`src/rtl/counter_sequencer.sv`:
```
// Command-driven 8-bit event counter: start/stop/pause control, a prescaler,
// one-shot or periodic terminal count against a programmable limit, and a tick.
module counter_sequencer #(
   parameter int WIDTH = 8,
   parameter int PRE_W = 4
) (
   input  logic             clk,
   input  logic             rst,
   input  logic             cmd_valid,
   output logic             cmd_ready,
   input  logic [2:0]       cmd_op,
   input  logic [WIDTH-1:0] cmd_data,
   output logic [WIDTH-1:0] count,
   output logic [1:0]       state,
   output logic             tick,
   output logic             busy
);

   typedef enum logic [1:0] {
      ST_IDLE  = 2'd0,
      ST_RUN   = 2'd1,
      ST_PAUSE = 2'd2,
      ST_DONE  = 2'd3
   } state_e;

   typedef enum logic [2:0] {
      OP_NOP           = 3'd0,
      OP_LOAD_LIMIT    = 3'd1,
      OP_LOAD_PRESCALE = 3'd2,
      OP_START_ONESHOT = 3'd3,
      OP_START_PERIOD  = 3'd4,
      OP_PAUSE         = 3'd5,
      OP_RESUME        = 3'd6,
      OP_STOP          = 3'd7
   } op_e;

   state_e             state_q, state_d;
   logic [WIDTH-1:0]   count_q, count_d;
   logic [WIDTH-1:0]   limit_q, limit_d;
   logic [PRE_W-1:0]   prescale_q, prescale_d;
   logic [PRE_W-1:0]   pre_cnt_q, pre_cnt_d;
   logic               oneshot_q, oneshot_d;
   logic               tick_q, tick_d;
   logic               ready_q, ready_d;

   logic accept;
   logic step_en;
   op_e  op;

   assign op     = op_e'(cmd_op);
   assign accept = cmd_valid && ready_q;

   // Register-only commands let the step proceed on the same edge, using the old limit/prescale.
   assign step_en = (state_q == ST_RUN) &&
                    (!accept || op == OP_NOP || op == OP_LOAD_LIMIT || op == OP_LOAD_PRESCALE);

   always_comb begin
      // NOTE: every variable gets a default before any branch so no latch is inferred.
      state_d    = state_q;
      count_d    = count_q;
      limit_d    = limit_q;
      prescale_d = prescale_q;
      pre_cnt_d  = pre_cnt_q;
      oneshot_d  = oneshot_q;
      tick_d     = 1'b0;
      ready_d    = 1'b1;

      if (step_en) begin
         if (pre_cnt_q != prescale_q) begin
            pre_cnt_d = pre_cnt_q + PRE_W'(1);
         end else begin
            pre_cnt_d = '0;
            if (count_q != limit_q) begin
               count_d = count_q + WIDTH'(1);
            end else begin
               tick_d = 1'b1;
               if (oneshot_q) state_d = ST_DONE;
               else           count_d = '0;
            end
         end
      end

      if (accept) begin
         ready_d = 1'b0;
         case (op)
            OP_LOAD_LIMIT:    limit_d    = cmd_data;
            OP_LOAD_PRESCALE: prescale_d = cmd_data[PRE_W-1:0];
            OP_START_ONESHOT, OP_START_PERIOD: begin
               count_d   = '0;
               pre_cnt_d = '0;
               oneshot_d = (op == OP_START_ONESHOT);
               state_d   = ST_RUN;
            end
            OP_PAUSE:  if (state_q == ST_RUN)   state_d = ST_PAUSE;
            OP_RESUME: if (state_q == ST_PAUSE) state_d = ST_RUN;
            OP_STOP: begin
               count_d   = '0;
               pre_cnt_d = '0;
               state_d   = ST_IDLE;
            end
            default: ;
         endcase
      end
   end

   // NOTE: sequential state uses non-blocking assignments so all registers update together.
   always_ff @(posedge clk) begin
      if (rst) begin
         state_q    <= ST_IDLE;
         count_q    <= '0;
         limit_q    <= '1;
         prescale_q <= '0;
         pre_cnt_q  <= '0;
         oneshot_q  <= 1'b0;
         tick_q     <= 1'b0;
         ready_q    <= 1'b1;
      end else begin
         state_q    <= state_d;
         count_q    <= count_d;
         limit_q    <= limit_d;
         prescale_q <= prescale_d;
         pre_cnt_q  <= pre_cnt_d;
         oneshot_q  <= oneshot_d;
         tick_q     <= tick_d;
         ready_q    <= ready_d;
      end
   end

   assign cmd_ready = ready_q;
   assign count     = count_q;
   assign state     = state_q;
   assign tick      = tick_q;
   assign busy      = (state_q == ST_RUN);

endmodule

```
`config.mk`:
```
export PLATFORM = sky130hd
export DESIGN_NAME = counter_sequencer
export DESIGN_NICKNAME = d
export VERILOG_FILES = /design/src/rtl/counter_sequencer.sv
export SDC_FILE = /design/constraint.sdc
export NUM_CORES = 1
export LEC_CHECK = 0
export CORE_MARGIN = 2
export CORE_UTILIZATION = 45
export DETAILED_ROUTE_END_ITERATION = 8
export PLACE_DENSITY = 0.74
export SKIP_CTS_REPAIR_TIMING = 1
export SYNTH_ARGS = -nofsm -noshare
export SYNTH_HDL_FRONTEND = slang
export SYNTH_SLANG_ARGS = --single-unit
```
`constraint.sdc`:
```
create_clock -name clk -period 4.8 [get_ports clk]
set_clock_uncertainty 0.2 [all_clocks]
set_input_delay 0.96 -clock clk [delete_from_list [all_inputs] [get_ports clk]]
set_output_delay 0.96 -clock clk [all_outputs]
set_load 0.01 [all_outputs]
```
==> results of run 1 <==
## worst min-delay path, delay by kind of cell (launching register included)
| family | cells | cell delay (ps) |
|---|---|---|
| flip-flops | 1 | 350 |
| AO/OA/AOI/OAI | 2 | 120 |
## routing by layer
layer / part of all wire / track usage
met5: 0 / 0
met4: 0.017 / 0.0861
met3: 0.038 / 0.0505
met2: 0.47 / 0.306
met1: 0.48 / 0.235
## placed cells by master, fill, tap and decap left out, types with 2 or more instances in the layout
master and count:
a211o_1 8, a21oi_1 4, a221oi_1 2, a32o_1 6, clkbuf_1 3, clkbuf_4 5
clkdlybuf4s50_1 26, dfxtp_1 29, ha_1 2, inv_1 3, mux2i_1 5, nand2_1 12
nand2b_1 2, nand3_1 8, nand4_1 2, nand4_2 2, nor2_1 11, nor2b_1 9
o21ai_0 8, o21ai_1 3, o21bai_1 2, o31ai_1 2, o41ai_1 2, or3_1 2
xnor2_1 13
## registers in the layout (all words and copies together), names as in the netlist
name / cells
count: 8
limit_q: 8
pre_cnt_q: 4
prescale_q: 4
state: 2
cmd_ready: 1
oneshot_q: 1
tick: 1
## cells by family after synthesis
group	Yosys count	synth area share
buffers and inverters	11	0.0490
AOI/OAI and AO/OA	43	0.226
DFF	29	0.373
muxes	5	0.0322
xor gates and xnor gates	15	0.0892
and+or+nand+nor	58	0.215
adders and majority gates	2	0.0161
## final timing paths
check	slack, ps	endpoint	cells past startpoint	start
max reg2reg	2780	count[6]	4	cmd_ready
min	320	oneshot_q	2	oneshot_q
min reg2reg	320	oneshot_q	2	oneshot_q
max	1700	count[6]	6	cmd_op[0]
## per-stage QoR
step	util	area (µm²)	cells	total power, mW	hold WS, ps
floorplan	-	1560	163	0.299	270
global placement	0.542	1810	227	0.320	295
detailed placement	0.542	1810	227	0.322	300
CTS	0.557	1860	235	0.460	313
global route	0.557	1860	235	0.480	353
finish	0.557	1860	235	0.457	316
## cell type report
class | count | area, µm²
fillers | 310 | 1480
multi-input cells | 123 | 900
flip-flops and latches | 29 | 581
repair buffers | 26 | 260
well taps | 46 | 57.6
clock buffers | 8 | 48.8
inverters | 3 | 11.3
## power by group through the flow
stage	combinational (mW)	sequential (mW)	clock, mW
6_report	0.0650	0.252	0.140
5_1_grt	0.0712	0.253	0.156
4_1_cts	0.0648	0.252	0.143
3_5_place_dp	0.0646	0.258	0
3_3_place_gp	0.0624	0.257	0
2_1_floorplan	0.0417	0.257	0
==> metrics.txt, run 1 <==
Yosys cell types=44; Setup Viol. Count Final=0; crit end category=register; CP delay by family, top=compound AO/OA/AOI/OAI gates; fin nets=204; Vias/cell=5.43; prevailing post-synth register cell=dfxtp_1; CP Buf/Inv Count=1; Synth area leader=dfxtp_1; switching pwr=0.122 mW; 1st-iter DRT viols=66; Clk pwr share=0.306; largest net degree at the start of global routing=19; total CTS buffers=5; Post-synth EDFFs=0; critical path class=in -> reg; Die Ht=62.8 µm; PD cells=246 nW/µm²; sw frac=0.267; HPWL after detailed placement=2510 µm; slew margin rel.=0.461; fin. max-slew vios=0; initial antenna violation count=0; register bit total from synthesis=29; first-pass GRT wire length=5840 µm; cell area after synthesis=1560 µm²; Max-Cap Viols=0; Syn Nets=179; via count=1277; Total Wirelength=3330 µm; vias in the first global route=1241; most common cell in the synthesized netlist=dfxtp_1; dominant cells by area after synthesis=dfxtp_1 37%, xnor2_1 7.3%, a211o_1 4.5%; share of post-route cells with drive strength above 1=0.0899; routed len/inst=14.2 µm; Post-Syn Instances=163; Seq/Total Area, Yosys=0.373; CTS sink cnt=29; top cells by instance count after synthesis=29 x dfxtp_1, 13 x xnor2_1, 12 x nand2_1, 11 x nor2_1, 9 x nor2b_1; VDD IR max=0.172 mV; Antenna Diode Count=0; fin crit share=0.646; Avg Inst Size Synth=9.55 µm²; drt drc=0; IO Pins=27; critical path launch point type=input port; aggregate negative setup slack=0 ps; Setup WS pre-CTS=1380 ps; fmax=0.323 GHz; CTS tree=done; PortBufs=26; Yosys top cell area share=0.373; Hold Path Class=reg -> reg; setup repair after global routing missed its margin=no; Worst EP required=4870 ps; Tot GR Track Use=0.189; clock buffer depth=2; H-tree depth=2; Final ANT Viol Nets=0; Final Hold Violating Endpoints=0; RePlAce Congestion=0.788; Area growth, synth to finish=19.4%; Post-synth ARST share=0; worst-path fanout max=11; clk root buf=clkbuf_4; Clock Latency Late Sink=330 ps; Tmin final=3100 ps; setup ws final=1700 ps; Comb power frac=0.142; status=finished, final reports clean; Clock Pin Slew Worst Setup and Hold Paths=80 ps; GRT Residual Overflow=0; DRT Pass-1 Iters=4; Flop pwr share=0.552; critical-path cell list=clkdlybuf4s50_1 -> nand2b_1 -> o21ai_1 -> a21oi_1 -> nor2b_1 -> a32o_1; internal power=0.335 mW; num rows=21; Starting Density=0.466; slowest cell on the critical path=clkdlybuf4s50_1; Worst Path Arrival=3170 ps; worst slew pin tran=806 ps; die area=3950 µm²; YS warnings=0; Die W=62.8 µm; Leakage=0.648 nW; CP max stage delay=660 ps; Core Region=3340 µm²
No activity file was read; power rests on OpenSTA's default activity.
==> run 2, diff against run 1 <==
--- a/config.mk
+++ b/config.mk
@@ -8,7 +8,7 @@
 export CORE_MARGIN = 2
 export CORE_UTILIZATION = 45
 export DETAILED_ROUTE_END_ITERATION = 8
-export PLACE_DENSITY = 0.74
+export PLACE_DENSITY = 0.76
 export SKIP_CTS_REPAIR_TIMING = 1
 export SYNTH_ARGS = -nofsm -noshare
 export SYNTH_HDL_FRONTEND = slang
==> constraint.sdc (replaced) <==
create_clock -name clk -period 2.55 [get_ports clk]
set_clock_uncertainty 0.2 [all_clocks]
set_input_delay 0.51 -clock clk [delete_from_list [all_inputs] [get_ports clk]]
set_output_delay 0.51 -clock clk [all_outputs]
set_load 0.01 [all_outputs]
==> run 2 against run 1 <==
  * Power grew 92%
  * Die area is the same
  * Core utilization grew 1.1 points
  * Routed wire length grew 1.7%
  * Cell count grew 1.7%
  * Global-route usage shrank 0.14 points
  * Combinational power grew 95%
  * Sequential share of layout area shrank 0.60 points
  * First-iteration DRC count grew 4.5%
  * Worst setup slack lost 1400 ps
  * Sequential cell count is the same
==> metrics.txt, run 2 (synthesized netlist as in run 1, its figures left out) <==
R2R Path End=count[5] (was count[6]); CTS tree=done (unchanged); GRT Residual Overflow=0 (unchanged); Fillers=311 (was 310); Final Non-Filler Cells=239 (was 235); commonest non-fill, non-tap cell in the layout=dfxtp_1 (unchanged); num rows=21 (unchanged); initial antenna violation count=0 (unchanged); Starting Density=0.466 (unchanged); worst-path fanout max=7 (was 11); PD cells=465 nW/µm² (was 246 nW/µm²); fmax=0.447 GHz; Vias/cell=5.54 (was 5.43); Final Hold Violating Endpoints=0 (unchanged); crit path launch=state[0] (was cmd_op[0]); status=finished, final reports clean (unchanged); setup repair after global routing missed its margin=no (unchanged); PnR Total Power=0.880 mW (was 0.457 mW); worst slew pin tran=421 ps (was 806 ps); via count=1324 (was 1277); critical path class=reg -> out (was in -> reg); Post-Place Cells=231 (was 227); Clock Pin Slew Worst Setup and Hold Paths=90 ps (was 80 ps); fin crit share=0.877; IO Pins=27 (unchanged); most frequent cells in the layout=29 x dfxtp_1, 26 x clkdlybuf4s50_1, 13 x xnor2_1 (unchanged); first-pass GRT wire length=5850 µm (was 5840 µm); Antenna Diode Count=0 (unchanged); routing usage on met2=0.294 (was 0.306); drt drc=0 (unchanged); Die Ht=62.8 µm (unchanged); Core Region=3340 µm² (unchanged); Setup Viol. Count Final=0 (unchanged); DRT Pass-1 Iters=4 (unchanged); flop2flop setup slack=700 ps (was 2780 ps); largest net degree at the start of global routing=18 (was 19); Worst EP required=1840 ps (was 4870 ps); Max-Cap Viols=0 (unchanged); H-tree depth=2 (unchanged); slew margin rel.=0.719 (was 0.461); RePlAce Congestion=0.854 (was 0.788); fin nets=208 (was 204); VDD IR max=0.275 mV (was 0.172 mV); total CTS buffers=5 (unchanged); critical path launch point type=register (was input port); met3 GRT Util=0.0414 (was 0.0505); worst hold slack=312 ps (was 316 ps); Final ANT Viol Nets=0 (unchanged); routed len/inst=14.2 µm (about the same); vias in the first global route=1267 (was 1241); worst r2r src=count[3] (was cmd_ready); CTS sink cnt=29 (unchanged); Clock Latency Late Sink=350 ps (was 330 ps); min-delay src=oneshot_q (unchanged); Total Wirelength=3380 µm (was 3330 µm); Hold Path Class=reg -> reg (unchanged); clk root buf=clkbuf_4 (unchanged); met1 GRT Util=0.240 (was 0.235); clock buffer depth=2 (unchanged); share of post-route cells with drive strength above 1=0.124 (was 0.0899); Area growth, synth to finish=21.7% (was 19.4%); Die W=62.8 µm (unchanged); aggregate negative setup slack=0 ps (unchanged); crit path to=busy (was count[6]); 1st-iter DRT viols=69 (was 66); Worst Path Arrival=1530 ps (was 3170 ps); gr busiest metal=met2 (unchanged); HPWL after detailed placement=2530 µm (was 2510 µm); crit end category=primary output (was register); Tmin final=2240 ps; Leakage=0.673 nW (was 0.648 nW); R2R cell count=4 (unchanged); die area=3950 µm² (unchanged); fin. max-slew vios=0 (unchanged); Tot GR Track Use=0.188 (was 0.189); PortBufs=26 (unchanged)
-- run 2: per-layer routing --
metal / vias to the layer above / share of wire
met5: - / 0
met3: 4 / 0.036
li1: 658 / -
met1: 629 / 0.47
met4: 0 / 0.013
met2: 33 / 0.48
-- run 2: per-stage QoR --
stage	worst slack, ps	cell area, µm²	util
after floorplan	754	1560	-
after global placement	147	1840	0.551
after detailed placement	76.6	1840	0.551
after CTS	305	1890	0.568
after global routing	189	1890	0.568
final	313	1890	0.568
-- run 2: worst min-delay path by stage --
stage               slack (ps)  depth (start not counted)      endpoint
global route               340                          2     oneshot_q
CTS                        310                          2     oneshot_q
detailed placement         300                          2     oneshot_q
finish                     310                          2     oneshot_q
floorplan                  270                          2     oneshot_q
global placement           290                          2  pre_cnt_q[1]
-- run 2: final cells by class --
type,count,area (µm²),area share
clock buffer,5,37.5,0.0198
clock inverter,3,17.5,0.00925
inverter,3,11.3,0.00594
multi-input combinational,123,900,0.475
sequential,29,581,0.306
tap,46,57.6,0.0304
timing repair buffer,30,290,0.153
-- run 2: report_power, final --
group	internal, mW	leakage [nW]	switching (mW)
logic	0.0622	0.407	0.0653
clock network	0.104	0.0310	0.174
registers	0.463	0.235	0.0111
total	0.629	0.673	0.251
-- run 2: critical path, cell delays in order, from the launching register on --
cell             delay, ps
dfxtp_1                440
and2b_1                210
clkdlybuf4s50_1        550
==> run 3, diff against run 2 <==
--- a/config.mk
+++ b/config.mk
@@ -5,6 +5,7 @@
 export SDC_FILE = /design/constraint.sdc
 export NUM_CORES = 1
 export LEC_CHECK = 0
+export ABC_CLOCK_PERIOD_IN_PS = 2550
 export CORE_MARGIN = 2
 export CORE_UTILIZATION = 45
 export DETAILED_ROUTE_END_ITERATION = 8
==> results of run 3 <==
No change in the layout: final DEF, timing and power equal those of run 2.
